**src/rtl/rtlinf_pkg.sv**
```systemverilog
// Shared state encoding and default widths for the read sequencer.
package rtlinf_pkg;
  localparam int LOG_MAX_ITERS          = 8;
  localparam int LOG_MAX_READS_PER_ITER = 8;
  localparam int LOG_MAX_ADDRESS        = 12;

  typedef enum logic [2:0] {
    IDLE,
    W_REQ,
    W_WAIT,
    A_READ,
    FINISH
  } state_t;
endpackage

```
**src/rtl/read_sequencer.sv**
```systemverilog
// Read sequencer: per iteration, fetch one weight row, wait for it, then
// stream a block of activation reads paced by downstream ready.
module read_sequencer #(
  parameter int LOG_MAX_ITERS          = rtlinf_pkg::LOG_MAX_ITERS,
  parameter int LOG_MAX_READS_PER_ITER = rtlinf_pkg::LOG_MAX_READS_PER_ITER,
  parameter int LOG_MAX_ADDRESS        = rtlinf_pkg::LOG_MAX_ADDRESS
) (
  input  logic                              clk,
  input  logic                              rst,
  input  logic                              configure,
  input  logic [LOG_MAX_ITERS-1:0]          num_iters,
  input  logic [LOG_MAX_READS_PER_ITER-1:0] num_reads_per_iter,
  input  logic [LOG_MAX_ADDRESS-1:0]        read_address,
  output logic                              weight_read,
  output logic [LOG_MAX_ADDRESS-1:0]        weight_addr,
  input  logic                              weight_valid,
  output logic                              act_read,
  output logic [LOG_MAX_ADDRESS-1:0]        act_addr,
  input  logic                              ready,
  output logic                              last_read,
  output logic [LOG_MAX_ITERS-1:0]          iter_idx,
  output logic                              busy,
  output logic                              done
);
  import rtlinf_pkg::*;

  localparam int LI = LOG_MAX_ITERS;
  localparam int LR = LOG_MAX_READS_PER_ITER;
  localparam int LA = LOG_MAX_ADDRESS;

  // One extra bit so a zero input (meaning 2^W) is representable.
  localparam logic [LI:0] ITER_ONE = (LI+1)'(1);
  localparam logic [LR:0] READ_ONE = (LR+1)'(1);

  state_t      state, state_nx;
  logic [LI:0] iter_cnt, n_iters;
  logic [LR:0] k, n_reads;
  logic [LA-1:0] base;

  assign iter_idx    = iter_cnt[LI-1:0];
  assign weight_read = (state == W_REQ);
  assign weight_addr = LA'(iter_idx);
  assign act_read    = (state == A_READ) && ready;
  assign act_addr    = base + LA'(k);
  assign last_read   = act_read && (k == n_reads - READ_ONE);
  assign busy        = (state == W_REQ) || (state == W_WAIT) || (state == A_READ);
  assign done        = (state == FINISH);

  // State register plus configuration latch and the two counters.
  always_ff @(posedge clk) begin
    if (rst) begin
      state    <= IDLE;
      iter_cnt <= '0;
      k        <= '0;
      n_iters  <= '0;
      n_reads  <= '0;
      base     <= '0;
    end else begin
      state <= state_nx;
      if (state == IDLE && configure) begin
        n_iters  <= {num_iters == '0, num_iters};
        n_reads  <= {num_reads_per_iter == '0, num_reads_per_iter};
        base     <= read_address;
        iter_cnt <= '0;
      end
      if (state == W_WAIT && weight_valid)
        k <= '0;
      if (act_read) begin
        if (last_read) begin
          k        <= '0;
          iter_cnt <= iter_cnt + ITER_ONE;
        end else begin
          k <= k + READ_ONE;
        end
      end
    end
  end

  // Next-state decode; only IDLE listens to configure.
  always_comb begin
    state_nx = state;
    case (state)
      IDLE:    if (configure) state_nx = W_REQ;
      W_REQ:   state_nx = W_WAIT;
      W_WAIT:  if (weight_valid) state_nx = A_READ;
      A_READ:  if (last_read)
                 state_nx = (iter_cnt + ITER_ONE == n_iters) ? FINISH : W_REQ;
      FINISH:  state_nx = IDLE;
      default: state_nx = IDLE;
    endcase
  end
endmodule
```
**config.mk**
```make
export PLATFORM = sky130hd
export DESIGN_NAME = read_sequencer
export DESIGN_NICKNAME = d
export VERILOG_FILES = /design/src/rtl/rtlinf_pkg.sv /design/src/rtl/read_sequencer.sv
export SDC_FILE = /design/constraint.sdc
export NUM_CORES = 1
export LEC_CHECK = 0
export CORE_UTILIZATION = 50
export DETAILED_ROUTE_END_ITERATION = 10
export PLACE_DENSITY = 0.89
export SYNTH_ARGS = -nofsm -noshare
export SYNTH_HDL_FRONTEND = slang
export SYNTH_SLANG_ARGS = --single-unit
```
**constraint.sdc**
```tcl
create_clock -name clk -period 6.96 [get_ports clk]
set_clock_uncertainty 0.2 [all_clocks]
set_input_delay 2.088 -clock clk [delete_from_list [all_inputs] [get_ports clk]]
set_output_delay 2.088 -clock clk [all_outputs]
set_load 0.02 [all_outputs]
```
; ---- After elaboration in Yosys (flattened, before gate mapping)
; Cells that the tools add are included.
[op_classes]
n_addsub = 4
n_eq_ne = 9
muxes = 11
n_reduce_logical = 11
[op_table]
columns = operator, count
row1 = $mux W9, 6
row2 = $add A9 B1 Y9 const B, 2
row3 = $eq A9 B9 Y1, 2
row4 = $logic_not A8 Y1, 2
row5 = $add A12 B9 Y12, 1
row6 = $mux W3, 4
row7 = $pmux W3 S4, 1
row8 = $sub A9 B1 Y9 const B, 1
row9 = $eq A3 B2 Y1 const B, 2
row10 = $ne A2 B2 Y1 const B, 3
row11 = $logic_and A1 B1 Y1, 4
row12 = $eq A3 B1 Y1 const B, 1
row13 = $eq A3 B3 Y1 const B, 1
row14 = $logic_not A3 Y1, 1
row15 = $reduce_and A3 Y1, 1
row16 = $logic_or A1 B1 Y1, 2
row17 = $reduce_bool A2 Y1, 1
[word_totals]
register_bits = 51
input_bits = 33
out_inout_bits = 37
wordCells = 41

; ---- Longest topological paths before layout
[logic_depth]
depth_word = 5
ltp_mapped = 10
mapped_depth_nobuf = 10

; ---- Worst setup path before layout
; OpenSTA, ideal clock, no wires.
[synth_timing]
path_kind = input to output
start = in ready
end = out last_read
arrival_time_ns = 2.930
required_ns = 4.672
setup_slack_ns = 1.742
stages = 3
n_path_buf = 0
cell_sequence = and3_1 -> and2b_1 -> and2_1
[synth_via]
elab_chain_cells = 2
[synth_lines]
columns = element, line_no
row1 = start: declaration, read_sequencer.sv:19  ; input logic ready,
row2 = $logic_and A1 B1 Y1, read_sequencer.sv:43  ; assign act_read = (state == A_READ) && ready;
row3 = net act_read, read_sequencer.sv:17  ; output logic act_read,
row4 = $logic_and A1 B1 Y1, read_sequencer.sv:45  ; assign last_read = act_read && (k == n_reads - READ_ONE);
row5 = end: declaration, read_sequencer.sv:20  ; output logic last_read,
; The timed path passes the listed nets, and every way through them passes these cells.

; ---- Worst setup path in the final report
[layout_timing]
start = in ready
end = out last_read
[layout_via]
elab_chain_cells = 2
[layout_lines]
columns = element, line_no
row1 = $logic_and A1 B1 Y1, read_sequencer.sv:43
row2 = $logic_and A1 B1 Y1, read_sequencer.sv:45
; No other way between the ends.

==> qor.csv <==
metric;value;unit
final setup vio count;0;
core area;6350;µm²
Worst Tran Pin Value;987;ps
Routed Antenna Nets;0;
IO Count;70;
Arrival @ worst endpoint;3960;ps
TritonCTS clock tree;built;
Simple-Gate Fraction of Synth Area;0.259;
synthesized cell area;3270;µm²
# DRC;0;
Post-Synth Adder-Cell Area;0.0520;
Total Wirelength;7550;µm
multiplexer share of the synthesized area;0;
diode count;0;
Pleak;0.00151;µW
Cell variety after synth;66;
drt wl/cell;14.1;µm
Critical path origin;ready;
crit path launch type;input pin;
internal power;485;µW
Max Clock Freq;160;MHz
fin cells;535;
initial antenna violation count;0;
share of power burned in the clock network;0.320;
final hold violations;0;
Seq/Total Area, Yosys;0.312;
Worst VDD drop;0.125;mV
final core occ;0.620;
flop2flop setup slack;4490;ps
reg-to-reg endpoint;k[5];
crit path max fanout;6;
Layout Nets;503;
max_cap viols;0;
max-slew violation count;0;
DP HPWL;5690;µm
DRT Pass-1 Iters;5;
Placed Instances;527;
sequential share of power;0.479;
Reg-to-Reg Start;n_reads[0];
gp weighted congestion;0.833;
critical path class;in -> out;
Worst Setup EP;last_read;
die area;6870;µm²
CP endpoint kind;primary output;
Hold WS;269;ps
chip width;82.9;µm
CTS H-tree depth;2;
main combinational cell family by area after synthesis;simple AND/OR/NAND/NOR gates;
worst skew pair latency;300;ps
Clock Sinks;51;
Worst R2R Path Depth;9;
dominant synthesized flop cell;dfxtp_1;
Cell Rows;29;
die height;82.9;µm
Iter 0 DRT Violations;184;
CTS Hold Buffers Added;0;
met2 usage;0.404;
Warnings, synthesis;0;
Switching Fraction;0.276;
FF/Latch Area;1020;µm²
Most Crowded Layer GR;met2;
min Tclk post-route;6250;ps
initial cell density of the core;0.515;
Tcrit/Tclk final;0.898;
GR Util met3;0.0338;
number of buffers created by CTS;5;
Layout area overhead;20.3;%
met1 Track Usage GR;0.254;
post-synthesis xor/xnor area fraction;0.0856;
Slew HR;0.340;
asr flop ratio synth;0;
clock tree root driver cell;clkbuf_8;
layout cells sized above 1;0.0655;
gr usage total;0.224;
Final WS setup;712;ps
status;finished, final reports clean;
Overflow after GRT;0;
Fillers;528;
Synth Instances;420;
net switching power;185;µW
drt via density;5.62;
Worst EP required;4670;ps
vias in the first global route;3029;
register clock-pin slew on the reported worst setup and hold paths;90;ps
Place WS;743;ps
first-pass GRT wire length;12900;µm
Power per Cell Area;170;nW/µm²
Max clock buf depth;2;
setup_tns;0;ps
Synth Area in Compound Gates;0.205;
Post-CTS Setup Bufs;0;
Via Count;3006;
RSZ-0062 raised after global routing;false;
port bufs;65;
Comb pwr share;0.201;
EDFF count, synth;0;
largest net degree at the start of global routing;32;
Resized cells post-CTS;0;
number of synthesized register bits;51;
Syn Area/Cell;7.79;µm²
Hold Path Class;reg -> reg;
footprint of the multi-input gates;1990;µm²
## synth_stat cells (2+ instances only)
cell	instances	area [µm²]
nor4_1	6	37.5
nand4b_1	2	17.5
inv_1	10	37.5
or2_2	3	18.8
dfxtp_1	51	1020
nor2b_1	7	43.8
nand2_1	83	312
o311ai_0	2	17.5
nand3_1	14	70.1
ha_1	12	150
o21ai_0	8	40.0
a22oi_1	3	22.5
o211ai_1	2	15.0
nand2b_1	4	25.0
buf_4	21	158
nor3_1	4	20.0
o21a_1	2	15.0
and2_1	3	18.8
and3_1	4	25.0
xor2_1	10	87.6
o21bai_1	2	15.0
clkbuf_1	17	63.8
nand4_1	4	25.0
a21oi_1	44	220
nor3b_1	6	45.0
o21ai_1	7	35.0
nor2_1	22	82.6
xnor2_1	22	193
a21o_1	8	60.1
## power groups by stage
stage / logic, µW / clock network (µW) / registers (µW)
after floorplan: 89.3 / 0 / 321
after global placement: 129 / 0 / 326
after detailed placement: 134 / 0 / 328
after CTS: 135 / 217 / 321
after global routing: 148 / 228 / 323
final: 135 / 214 / 321
## how the worst min path moves through the flow
stage	startpoint	cells past startpoint	end
2_1_floorplan	base[0]	2	base[0]
3_5_place_dp	base[3]	2	base[3]
4_1_cts	base[3]	2	base[3]
3_3_place_gp	base[8]	2	base[8]
6_report	base[3]	2	base[3]
5_1_grt	base[8]	2	base[8]
## cell type report
class	count	area share
clock buffers	6	0.0210
clock inverters	2	0.00890
inverters	10	0.00953
multi-input cells	321	0.506
flip-flops and latches	51	0.259
well taps	77	0.0245
repair buffers	68	0.171
## registers in the layout, indices dropped and copies added (netlist names)
name and cells:
state 3, base 12, iter_cnt 9, n_iters 9
k 9, n_reads 9
## stage by stage
step / total power, µW / cell area (µm²)
after floorplan: 410 / 3280
after global placement: 456 / 3820
after detailed placement: 462 / 3820
after CTS: 673 / 3940
after global routing: 699 / 3940
final: 670 / 3940
## kinds of logic (layout without fill, tap and decap cells)
logic type,Yosys count,in the layout
adder cells (fa/ha/maj),13,13
AO/OA/AOI/OAI,99,99
buffers and inverters,51,86
AND/OR/NAND/NOR,173,173
XOR/XNOR,32,32
other,1,4
flip-flops,51,51
## layout by cell type, fill, tap and decap left out, drive strengths merged, types with 8 or more instances in the layout
master / synthesis / layout
nor2: 22 / 22
nand3: 15 / 15
nor2b: 8 / 8
nand2: 84 / 84
xnor2: 22 / 22
dfxtp: 51 / 51
a21o: 8 / 8
inv: 10 / 10
o21ai: 16 / 16
ha: 12 / 12
clkdlybuf4s50: 0 / 65
xor2: 10 / 10
a21oi: 44 / 44
## worst max-delay path, cell delays in order
cell,delay [ps]
clkdlybuf4s50_1,510
and3_1,180
and2b_1,290
and2_1,260
clkdlybuf4s50_1,630
## metal layers
layer  vias to the layer above  routed length, µm
met1                      1402               3120
met2                        83               3890
met5                         -                  0
li1                       1497                  -
met4                         0                244
met3                        24                295
No activity file was read; power rests on OpenSTA's default activity.
